`src/rtl/alu_sweep_driver.sv`:
```
// Exhaustive sweep driver for a 4-bit, 8-function ALU: drives every legal vector,
// compares the result against the expected value and records the first failure.
module alu_sweep_driver #(
    parameter int SETTLE       = 1,
    parameter bit STOP_ON_FAIL = 1'b0
) (
    input  logic        clk,
    input  logic        rst_n,
    input  logic        start,
    output logic [3:0]  alu_a,
    output logic [3:0]  alu_b,
    output logic [2:0]  alu_s,
    input  logic [4:0]  alu_out,
    output logic        busy,
    output logic        done,
    output logic        pass,
    output logic [11:0] vec_cnt,
    output logic [11:0] err_cnt,
    output logic [2:0]  ff_s,
    output logic [3:0]  ff_a,
    output logic [3:0]  ff_b,
    output logic [4:0]  ff_out
);

    typedef enum logic [2:0] {
        IDLE,
        DRIVE,
        WAIT,
        CHECK,
        DONE
    } state_t;

    state_t      state;
    state_t      state_nxt;
    logic [10:0] idx;
    logic [10:0] idx_inc;
    logic [10:0] idx_nxt;
    logic [3:0]  wait_cnt;
    logic [4:0]  expected;
    logic        mismatch;
    logic        last_vec;

    // Index is {s, a, b}; division and modulo by zero are stepped over.
    always_comb begin
        idx_inc = idx + 11'd1;
        idx_nxt = idx_inc;
        if ((idx_inc[10:8] == 3'd3 || idx_inc[10:8] == 3'd4) && idx_inc[3:0] == 4'd0) begin
            idx_nxt = idx_inc + 11'd1;
        end
        last_vec = (idx == 11'h7FF);
    end

    always_comb begin
        expected = 5'd0;
        case (alu_s)
            3'd0: expected = {1'b0, alu_a};
            3'd1: expected = {1'b0, alu_a} + {1'b0, alu_b};
            3'd2: expected = {1'b0, alu_a} - {1'b0, alu_b};
            3'd3: expected = (alu_b == 4'd0) ? 5'd0 : {1'b0, alu_a / alu_b};
            3'd4: expected = (alu_b == 4'd0) ? 5'd0 : {1'b0, alu_a % alu_b};
            3'd5: expected = {alu_a, 1'b0};
            3'd6: expected = {2'b00, alu_a[3:1]};
            3'd7: expected = {4'd0, alu_a > alu_b};
            default: expected = 5'd0;
        endcase
        mismatch = (state == CHECK) && (alu_out != expected);
    end

    always_comb begin
        state_nxt = state;
        case (state)
            IDLE, DONE: if (start) state_nxt = DRIVE;
            DRIVE:      state_nxt = WAIT;
            WAIT:       if (wait_cnt == 4'(SETTLE - 1)) state_nxt = CHECK;
            CHECK: begin
                if ((STOP_ON_FAIL && mismatch) || last_vec) state_nxt = DONE;
                else                                        state_nxt = DRIVE;
            end
            default:    state_nxt = IDLE;
        endcase
    end

    always_ff @(posedge clk) begin
        if (!rst_n) state <= IDLE;
        else        state <= state_nxt;
    end

    always_ff @(posedge clk) begin
        if (!rst_n) begin
            idx      <= '0;
            wait_cnt <= '0;
            alu_a    <= '0;
            alu_b    <= '0;
            alu_s    <= '0;
            vec_cnt  <= '0;
            err_cnt  <= '0;
            ff_s     <= '0;
            ff_a     <= '0;
            ff_b     <= '0;
            ff_out   <= '0;
        end else begin
            case (state)
                IDLE, DONE: begin
                    if (start) begin
                        idx     <= '0;
                        vec_cnt <= '0;
                        err_cnt <= '0;
                        ff_s    <= '0;
                        ff_a    <= '0;
                        ff_b    <= '0;
                        ff_out  <= '0;
                    end
                end
                DRIVE: begin
                    alu_s    <= idx[10:8];
                    alu_a    <= idx[7:4];
                    alu_b    <= idx[3:0];
                    wait_cnt <= '0;
                end
                WAIT: wait_cnt <= wait_cnt + 4'd1;
                CHECK: begin
                    vec_cnt <= vec_cnt + 12'd1;
                    idx     <= idx_nxt;
                    if (mismatch) begin
                        err_cnt <= err_cnt + 12'd1;
                        if (err_cnt == 12'd0) begin
                            ff_s   <= alu_s;
                            ff_a   <= alu_a;
                            ff_b   <= alu_b;
                            ff_out <= alu_out;
                        end
                    end
                end
                default: ;
            endcase
        end
    end

    assign busy = (state == DRIVE) || (state == WAIT) || (state == CHECK);
    assign done = (state == DONE);
    assign pass = done && (err_cnt == 12'd0);

endmodule

```
`config.mk`:
```
export PLATFORM = sky130hd
export DESIGN_NAME = alu_sweep_driver
export DESIGN_NICKNAME = d
export VERILOG_FILES = /design/src/rtl/alu_sweep_driver.sv
export SDC_FILE = /design/constraint.sdc
export NUM_CORES = 1
export LEC_CHECK = 0
export BUFFER_PORTS_ARGS = -buffer_cell sky130_fd_sc_hd__buf_2
export CORE_UTILIZATION = 36
export CTS_CLUSTER_SIZE = 16
export DETAILED_ROUTE_END_ITERATION = 8
export PLACE_DENSITY = 0.54
export SETUP_SLACK_MARGIN = 0.1
export SLEW_MARGIN = 20
export SYNTH_ARGS = -nofsm -noshare
export SYNTH_HDL_FRONTEND = slang
export SYNTH_SLANG_ARGS = --single-unit
```
`constraint.sdc`:
```
create_clock -name clk -period 7.3 [get_ports clk]
set_input_delay 1.095 -clock clk [delete_from_list [all_inputs] [get_ports clk]]
set_output_delay 1.095 -clock clk [all_outputs]
set_load 0.05 [all_outputs]
```
* Word level (Yosys, flattened, before mapping)
Cells that the tools add are included.
** Operators by class
- Add/subtract/negate cells :: 7
- Divide/modulo/power cells :: 2
- Magnitude comparators :: 1
- Equal/unequal tests :: 19
- Muxes and demuxes :: 30
- Reductions and logical operators :: 19
** Operator list (number)
- 12-bit case mux with 2 select lines :: 2
- 5-bit case mux with 8 select lines :: 1
- 4-bit two-way mux :: 7
- 12-bit by 1-bit adder with 12-bit output (second input constant) :: 2
- 12-bit two-way mux :: 2
- 4-bit case mux with 2 select lines :: 3
- 11-bit by 1-bit adder with 11-bit output (second input constant) :: 2
- 11-bit two-way mux :: 2
- 11-bit case mux with 2 select lines :: 1
- 3-bit equality test (second input constant) :: 6
- 3-bit two-way mux :: 6
- 3-bit by 2-bit equality test with 1-bit output (second input constant) :: 5
- 5-bit two-way mux :: 3
- 12-bit logical NOT :: 1
- 4-bit logical NOT :: 3
- 3-bit case mux with 4 select lines :: 1
- 11-bit equality test (second input constant) :: 1
- 5-bit case mux with 2 select lines :: 1
- 3-bit by 1-bit equality test with 1-bit output (second input constant) :: 2
- 3-bit logical NOT :: 2
- 2-bit inequality test (second input constant) :: 3
- 3-bit case mux with 2 select lines :: 1
- 4-bit by 4-bit adder with 5-bit output :: 1
- 5-bit inequality test :: 1
- other kinds (13) :: 19
** Word-level totals
- Flip-flop bits (word level) :: 69
- Bits of input ports :: 8
- Output and inout port bits :: 54
- Word-level logic and storage cells :: 90

* Depth between registers and ports, before layout
Gate-level depths: netlist (run 1).
- Depth after elaboration :: 7
- Depth in mapped cells :: 24
- Depth with buffers taken out :: 23

* Worst setup path before layout (run 1)
Ideal clock, no wire load.
- Kind :: register to register
- From :: register alu_b[0]
- To :: register err_cnt[11]
- Setup time :: 70 ps
- Arrival time :: 5823 ps
- Data required time :: 7230 ps
- Setup slack :: 1407 ps
- Stages on the path, launching flop included :: 25
- Path buffers :: 1
- Clock period less this slack :: 5893 ps
- Cell sequence :: dfxtp_1 -> inv_1 -> ha_1 -> nor4b_1 -> a2bb2oi_1 -> ha_1 -> o21a_1 -> o21ai_0 -> mux2_2 -> ha_1 -> a21o_1 -> o21a_1 -> a221oi_2 -> inv_2 -> fa_1 -> a21boi_0 -> o21ai_1 -> nand3b_1 -> o311a_1 -> nor3_2 -> a211oi_2 -> a31o_1 -> buf_6 -> or4_1 -> a21oi_1
** Between the ends
- Longest elaborated chain between the ends :: 7
- Elaborated cells between the ends (all ways) :: 13
- Classes of those cells :: add/sub: 2; div: 2; order compare: 1; eq/ne: 2; mux: 3; reduce/logical: 3
** Ends and longest elaborated chain
- from (decl) :: line 11 : output logic [3:0] alu_b,
- from (signal assigned) :: line 117 : alu_b <= idx[3:0];
- 4-bit by 4-bit modulo with 4-bit output, or another cell as far along :: line 60 : 3'd4: expected = (alu_b == 4'd0) ? 5'd0 : {1'b0, alu_a % alu_b};
- 4-bit two-way mux (on tied branches) :: line 60, 59
- 5-bit case mux with 8 select lines * :: line 55 : case (alu_s)
- 5-bit inequality test * :: line 66 : mismatch = (state == CHECK) && (alu_out != expected);
- 1-bit logical AND * :: line 66
- 2-bit inequality test (no source line) *
- 3-bit AND reduction (no source line) *
- to (signal assigned) :: line 125 : err_cnt <= err_cnt + 12'd1;
- to (decl) :: line 18 : output logic [11:0] err_cnt,
Mark *: on every way between the ends. The rest lies on a longest branch, timed or not.
A chain may end at the register's enable or synchronous reset.

* Worst setup path after layout (run 1)
- From :: register alu_a[3]
- To :: register ff_out[4]
** Between the ends
- Longest elaborated chain between the ends :: 7
- Elaborated cells between the ends (all ways) :: 12
- Classes of those cells :: add/sub: 2; div: 2; order compare: 1; eq/ne: 2; mux: 3; reduce/logical: 2
** Ends and longest elaborated chain
- from (decl) :: line 10 : output logic [3:0] alu_a,
- from (signal assigned) :: line 116 : alu_a <= idx[7:4];
- 4-bit by 4-bit modulo with 4-bit output or 4-bit by 4-bit divider with 4-bit output (tied branches) :: line 60, 59
- 4-bit two-way mux (on tied branches) :: line 60, 59
- 5-bit case mux with 8 select lines * :: line 55
- 5-bit inequality test * :: line 66
- 1-bit logical AND * :: line 66
- 2-bit inequality test (no source line) *
- 4-bit AND reduction (no source line) *
- to (signal assigned) :: line 130 : ff_out <= alu_out;
- to (decl) :: line 22 : output logic [4:0] ff_out
Marks and branches as above.

==> results of run 1 <==
==> stage by stage <==
step,utilization (%),std cells,setup slack (ns)
6_report,43.1,808,0.857
5_1_grt,43.1,808,0.295
3_5_place_dp,41.0,793,0.930
4_1_cts,43.1,808,0.886
3_3_place_gp,41.0,793,1.29
2_1_floorplan,-,589,1.41
==> power by group through the flow <==
stage	Clock, W	Sequential, W	Combinational [W]
floorplan	0	0.000413	0.000177
global placement	0	0.000416	0.000224
detailed placement	0	0.000416	0.000226
CTS	0.000402	0.000408	0.000226
global route	0.000422	0.000412	0.000249
finish	0.000390	0.000409	0.000225
==> how the worst max path moves through the flow <==
stage | endpoint | cells past startpoint
after floorplan | err_cnt[11]$_SDFFE_PN0P_ | 24
after global placement | ff_b[2]$_SDFFE_PN0P_ | 22
after detailed placement | ff_out[4]$_SDFFE_PN0P_ | 22
after CTS | ff_out[4]$_SDFFE_PN0P_ | 22
after global routing | ff_out[1]$_SDFFE_PN0P_ | 22
final | ff_out[4]$_SDFFE_PN0P_ | 22
==> kinds of logic after synthesis <==
kind of cell    after synthesis  share of synthesized area (%)
simple gates                262                           29.1
compound gates              145                           20.8
flops                        69                           30.2
buf+inv                      51                           4.51
fa+ha+maj                    30                           8.63
mux                          24                           5.27
xor+xnor                      8                           1.53
==> synth_stat cells (4+ instances only) <==
master,n
dfxtp_1,69
nand2_1,65
nor2_1,46
a21oi_1,44
nand3_1,43
o21ai_0,33
clkbuf_1,26
ha_1,26
nor2b_1,24
mux2i_1,23
inv_1,21
nor3_1,12
and2_1,11
and3_1,10
nand4_1,9
or2_2,7
a21boi_0,6
nand2b_1,6
o21a_1,6
a31oi_1,5
xnor2_1,5
a21o_1,4
a41oi_1,4
nor4_1,4
o211a_1,4
or3_1,4
==> final cells by class <==
class	instances	area, sq um
Sequential cell	69	1380
Clock buffer	13	250
Multi-Input combinational cell	469	3000
Tap cell	168	210
Inverter	22	82.6
Clock inverter	2	10.0
Timing Repair Buffer	65	335
Fill cell	1284	6940
==> per-layer routing <==
metal / global-route usage (%) / vias up
met5: 0 / -
met4: 6.93 / 0
met3: 4.11 / 11
met2: 31.4 / 103
met1: 25.7 / 2073
li1: - / 2220
==> state kept, by name, indices dropped and copies added (netlist names) <==
| signal | flops |
|---|---|
| alu_a | 4 |
| alu_b | 4 |
| alu_s | 3 |
| err_cnt | 12 |
| ff_a | 4 |
| ff_b | 4 |
| ff_out | 5 |
| ff_s | 3 |
| idx | 11 |
| state | 3 |
| vec_cnt | 12 |
| wait_cnt | 4 |
==> worst register-to-register path, delay by kind of cell, from the launching register on <==
family / cells / cell delay, ns
flops: 1 / 0.58
mux: 2 / 0.66
buf+inv: 1 / 0.08
simple gates: 4 / 1.02
compound gates: 11 / 2.75
fa+ha+maj: 4 / 1.30
==> results.py, run 1 <==
metrics = {
    "status": {
        "status": "complete, no violations",
    },
    "worst_setup_path": {
        "worstRegToRegCells": 22,
        "end_kind": "flip-flop",
        "cp_top_family": "compound AO/OA/AOI/OAI gates",
        "cpMaxStageDelayCell": "dfxtp_1",
        "arrival_ns": 6.70,
        "worstSetupStartpoint": "alu_a[3]$_SDFFE_PN0N_",
        "timing.rr.start": "alu_a[3]$_SDFFE_PN0N_",
        "path_class": "flip-flop to flip-flop",
        "crit_fanout": 16,
        "critPathBufInv": 1,
        "critPathLaunchType": "flip-flop",
        "critical-path-max-stage-delay_ns": 0.58,
        "required_ns": 7.55,
        "timing.rr.end": "ff_out[4]$_SDFFE_PN0P_",
        "crit_chain": "ha_1, nor4b_1, a2bb2oi_1, ha_1, o21a_1, o21ai_0, mux2_2, ha_1, a21o_1, o21a_1, a221oi_2, inv_2, fa_1, a21boi_0, o21ai_1, nand3b_1, o311a_1, o21a_1, a211oi_2, nand3_1, nand2_2, mux2i_1",
        "rrSetupSlack_ns": 0.86,
    },
    "clocking": {
        "cts_hold_repair.buffers": 0,
        "clk_pin_slew_ns": 0.05,
        "post_cts_resized": 0,
        "cts_tree": "yes",
        "post_cts_buffers": 0,
        "worst_skew_pair.late_latency_ns": 0.33,
        "clkSinkCount": 69,
        "clock_path_buffers": 2,
        "cts_root_buf": "clkbuf_16",
        "cts_made_buffers": 9,
        "htreeDepth": 3,
    },
    "floorplanning": {
        "fp.coreArea_sq_um": 12200,
        "start_util_pct": 37.5,
        "fp.dieW_um": 115,
        "dieHeight_um": 115,
        "die_area_sq_um": 13200,
        "io_pins": 62,
        "num_rows": 40,
    },
    "routing": {
        "dr.pass1.iters": 5,
        "drtIter0Drc": 263,
        "drc": 0,
        "highest_layer": "met4",
        "met1_length_um": 5880,
        "wl_met2_um": 5710,
        "dr_wl_met3_um": 585,
        "ant_nets": 0,
        "dr_total_vias": 4407,
        "via_per_inst": 5.45,
        "wl_per_cell_um": 15.3,
        "wl_um": 12300,
    },
    "power": {
        "switching_power_w": 0.000328,
        "p_leak_nw": 2.23,
        "finalPower_w": 0.00102,
        "vdd_drop_max_mv": 0.114,
        "seqPwrFrac_pct": 39.9,
        "power-per-cell-area_nw_per_um2": 194,
        "pwr-share-clk_pct": 38.1,
        "internal_power_w": 0.000695,
        "combPwrFrac_pct": 21.9,
        "switching_share_pct": 32.1,
    },
    "sta": {
        "maxSlewHeadroom_pct": 31.1,
        "fin_setup_tns_ns": 0,
        "hold_viol": 0,
        "worst_pin_slew_ns": 1.03,
        "fmax_ghz": 0.155,
        "skew_ns": 0.00315,
        "post-route-period-util_pct": 88.3,
        "fin_crit_ns": 6.44,
        "setup_viol": 0,
        "holdWs_ns": 0.471,
        "maxSlewViolCount": 0,
        "rsz0062_at_grt": "false",
    },
    "synth": {
        "synth_area_sq_um": 4580,
        "syn-num-nets": 626,
        "async_flop_share_pct": 0,
        "yosys_most_used_dff": "dfxtp_1",
        "synthTopCellsByArea": "dfxtp_1, ha_1, nand2_1",
        "ys_seq_area_share_pct": 30.2,
        "synth_edf_count": 0,
        "synthDistinctLibCells": 65,
        "yosysWarnings": 0,
        "synth_top_area_share_pct": 30.2,
        "ys_seq_elements": 69,
        "yosysTopAreaCell": "dfxtp_1",
        "syn_inst": 589,
        "syn_area_per_cell_sq_um": 7.78,
    },
    "placement": {
        "dp_hpwl_um": 8680,
        "place_area_sq_um": 5010,
        "finalWeightedCongestion": 0.924,
        "io_buffers": 61,
    },
    "grt": {
        "antenna_found_initial": 0,
        "grt_max_degree": 85,
        "grt_usage_pct": 19.5,
        "grt_pass1_wl_um": 20400,
        "gr-total-overflow": 0,
        "grt_pass1_vias": 4070,
    },
    "cells_and_area": {
        "drive_above_1_share_pct": 14.8,
        "syn_to_final_growth_pct": 15.0,
        "nets": 673,
        "mostFrequentLayoutCells": "dfxtp_1, nand2_1, buf_2",
        "final_area_sq_um": 5270,
        "n_antenna_cell": 0,
        "layout_commonest_cell": "dfxtp_1",
    },
    "hold_path": {
        "hold-path-endpoint": "ff_out[2]$_SDFFE_PN0P_",
        "hold_path_class": "flip-flop to flip-flop",
        "worstHoldPathCells": 2,
        "hold_start": "ff_out[2]$_SDFFE_PN0P_",
    },
    "job": {
        "maxCapViolCount": 0,
    },
}
Power figures use the tool's default switching activity.
==> run 2, diff against run 1 <==
--- a/config.mk
+++ b/config.mk
@@ -6,10 +6,12 @@
 export NUM_CORES = 1
 export LEC_CHECK = 0
 export BUFFER_PORTS_ARGS = -buffer_cell sky130_fd_sc_hd__buf_2
-export CORE_UTILIZATION = 36
+export CELL_PAD_IN_SITES_DETAIL_PLACEMENT = 0
+export CELL_PAD_IN_SITES_GLOBAL_PLACEMENT = 2
+export CORE_UTILIZATION = 34
 export CTS_CLUSTER_SIZE = 16
 export DETAILED_ROUTE_END_ITERATION = 8
-export PLACE_DENSITY = 0.54
+export PLACE_DENSITY = 0.8
 export SETUP_SLACK_MARGIN = 0.1
 export SLEW_MARGIN = 20
 export SYNTH_ARGS = -nofsm -noshare
==> constraint.sdc (replaced) <==
create_clock -name clk -period 7.3 [get_ports clk]
set_input_delay 0.73 -clock clk [delete_from_list [all_inputs] [get_ports clk]]
set_output_delay 0.73 -clock clk [all_outputs]
set_load 0.05 [all_outputs]
==> results.py, run 2 (synthesis gave the netlist of run 1 again) <==
metrics = {
    "power": {
        "seqPwrFrac_pct": 36.5,
        "internal_power_w": 0.000778,
        "switching_share_pct": 30.5,
        "combPwrFrac_pct": 20.4,
        "p_leak_nw": 2.27,
        "switching_power_w": 0.000342,
        "pwr-share-clk_pct": 43.1,
        "vdd_drop_max_mv": 0.143,
        "finalPower_w": 0.00112,
        "power-per-cell-area_nw_per_um2": 209,
    },
    "cells_and_area": {
        "syn_to_final_growth_pct": 16.8,
        "nets": 674,
        "fillCellCount": 1378,
        "n_antenna_cell": 0,
        "final_cell_count_no_fill": 818,
        "reg_top3": "err_cnt: 12 flops, vec_cnt: 12 flops, idx: 11 flops",
        "layout_commonest_cell": "dfxtp_1",
        "mostFrequentLayoutCells": "dfxtp_1, nand2_1, buf_2",
        "post-route-util_pct": 40.6,
        "drive_above_1_share_pct": 15.4,
    },
    "sta": {
        "holdWs_ns": 0.473,
        "post-route-period-util_pct": 88.3,
        "maxSlewViolCount": 0,
        "fmax_ghz": 0.155,
        "fin_crit_ns": 6.44,
        "setup_viol": 0,
        "worst_pin_slew_ns": 0.822,
        "hold_viol": 0,
        "fin_setup_tns_ns": 0,
        "rsz0062_at_grt": "false",
        "maxSlewHeadroom_pct": 45.2,
        "skew_ns": 0.00633,
    },
    "placement": {
        "io_buffers": 61,
        "dp.cells": 802,
        "finalWeightedCongestion": 0.805,
        "dp_hpwl_um": 8950,
    },
    "floorplanning": {
        "die_area_sq_um": 13900,
        "start_util_pct": 34.7,
        "io_pins": 62,
        "num_rows": 42,
        "fp.coreArea_sq_um": 13200,
        "fp.dieW_um": 118,
        "dieHeight_um": 118,
    },
    "worst_setup_path": {
        "path_depth": 22,
        "required_ns": 7.56,
        "crit_fanout": 16,
        "end_kind": "flip-flop",
        "path_class": "flip-flop to flip-flop",
        "cpMaxStageDelayCell": "dfxtp_1",
        "worstRegToRegCells": 22,
        "critical-path-max-stage-delay_ns": 0.61,
        "timing.rr.start": "alu_a[3]$_SDFFE_PN0N_",
        "cp_top_family": "compound AO/OA/AOI/OAI gates",
        "critPathLaunchType": "flip-flop",
        "timing.rr.end": "ff_b[1]$_SDFFE_PN0P_",
        "crit_chain": "ha_1, nor4b_1, a2bb2oi_1, ha_1, o21a_1, o21ai_0, mux2_2, ha_1, a21o_1, o21a_1, a221oi_2, inv_2, fa_1, a21boi_0, o21ai_1, nand3b_1, o311a_1, o21a_1, a211oi_2, nand3_1, nand2_2, mux2i_1",
        "critPathBufInv": 1,
        "arrival_ns": 6.70,
        "rrSetupSlack_ns": 0.86,
    },
    "routing": {
        "wl_um": 12900,
        "wl_per_cell_um": 15.7,
        "ant_nets": 0,
        "dr.pass1.iters": 4,
        "via_per_inst": 5.43,
        "drc": 0,
        "drtIter0Drc": 314,
        "dr_total_vias": 4438,
    },
    "grt": {
        "grt_pass1_vias": 4167,
        "grt_max_degree": 85,
        "gr-total-overflow": 0,
        "grt_usage_pct": 19.5,
        "antenna_found_initial": 0,
        "grt_pass1_wl_um": 21600,
    },
    "status": {
        "status": "complete, no violations",
    },
    "clocking": {
        "clock_path_buffers": 2,
        "cts_hold_repair.buffers": 0,
        "cts_root_buf": "clkbuf_16",
        "cts_tree": "yes",
        "post_cts_buffers": 0,
        "cts_made_buffers": 9,
        "htreeDepth": 3,
        "clk_pin_slew_ns": 0.06,
        "clkSinkCount": 69,
        "worst_skew_pair.late_latency_ns": 0.34,
        "post_cts_resized": 0,
    },
    "hold_path": {
        "hold_start": "ff_out[2]$_SDFFE_PN0P_",
        "hold_path_class": "flip-flop to flip-flop",
        "worstHoldPathCells": 2,
        "hold-path-endpoint": "ff_out[2]$_SDFFE_PN0P_",
    },
    "job": {
        "maxCapViolCount": 0,
    },
}
[run 2: stage by stage]
| stage | area (sq um) | worst slack (ns) |
|---|---|---|
| detailed placement | 5020 | 0.945 |
| global placement | 5020 | 1.14 |
| global route | 5350 | 0.311 |
| finish | 5350 | 0.855 |
| CTS | 5350 | 0.888 |
| floorplan | 4580 | 1.41 |
[run 2: area by class of cell]
cell class                      instances  area, sq um  area share, %
Multi-Input combinational cell        469         3000           56.0
Inverter                               22         82.6           1.54
Sequential cell                        69         1380           25.8
Tap cell                              176          220           4.12
Clock buffer                           12          256           4.79
Timing Repair Buffer                   66          343           6.41
Clock inverter                          4         70.1           1.31
[run 2: worst register-to-register path, cell delays in order (launching register included)]
cell,delay [ns]
dfxtp_1,0.61
ha_1,0.24
nor4b_1,0.25
a2bb2oi_1,0.23
ha_1,0.29
o21a_1,0.13
o21ai_0,0.23
mux2_2,0.40
ha_1,0.34
a21o_1,0.23
o21a_1,0.20
a221oi_2,0.36
inv_2,0.08
fa_1,0.43
a21boi_0,0.15
o21ai_1,0.49
nand3b_1,0.15
o311a_1,0.19
o21a_1,0.20
a211oi_2,0.29
nand3_1,0.20
nand2_2,0.43
mux2i_1,0.26
[run 2: power groups by stage]
stage	combinational, W	sequential, W	clock [W]
after floorplan	0.000177	0.000413	0
after global placement	0.000231	0.000416	0
after detailed placement	0.000232	0.000417	0
after CTS	0.000232	0.000408	0.000499
after global routing	0.000254	0.000411	0.000516
final	0.000229	0.000408	0.000483
[run 2: worst max-delay path by stage]
stage | startpoint | endpoint | slack, ns
2_1_floorplan | alu_b[0]$_SDFFE_PN0N_ | err_cnt[11]$_SDFFE_PN0P_ | 1.41
3_3_place_gp | alu_a[3]$_SDFFE_PN0N_ | ff_a[0]$_SDFFE_PN0P_ | 1.14
3_5_place_dp | alu_a[3]$_SDFFE_PN0N_ | ff_b[1]$_SDFFE_PN0P_ | 0.95
4_1_cts | alu_a[3]$_SDFFE_PN0N_ | ff_b[1]$_SDFFE_PN0P_ | 0.89
5_1_grt | alu_a[3]$_SDFFE_PN0N_ | ff_out[1]$_SDFFE_PN0P_ | 0.31
6_report | alu_a[3]$_SDFFE_PN0N_ | ff_b[1]$_SDFFE_PN0P_ | 0.86
[run 2: layer usage]
metal / part of all wire (%) / vias up / GRT usage, %
li1: - / 2225 / -
met5: 0 / - / 0
met1: 49 / 2121 / 26.1
met3: 4.2 / 5 / 4.55
met2: 46 / 87 / 31.2
met4: 0.79 / 0 / 5.37
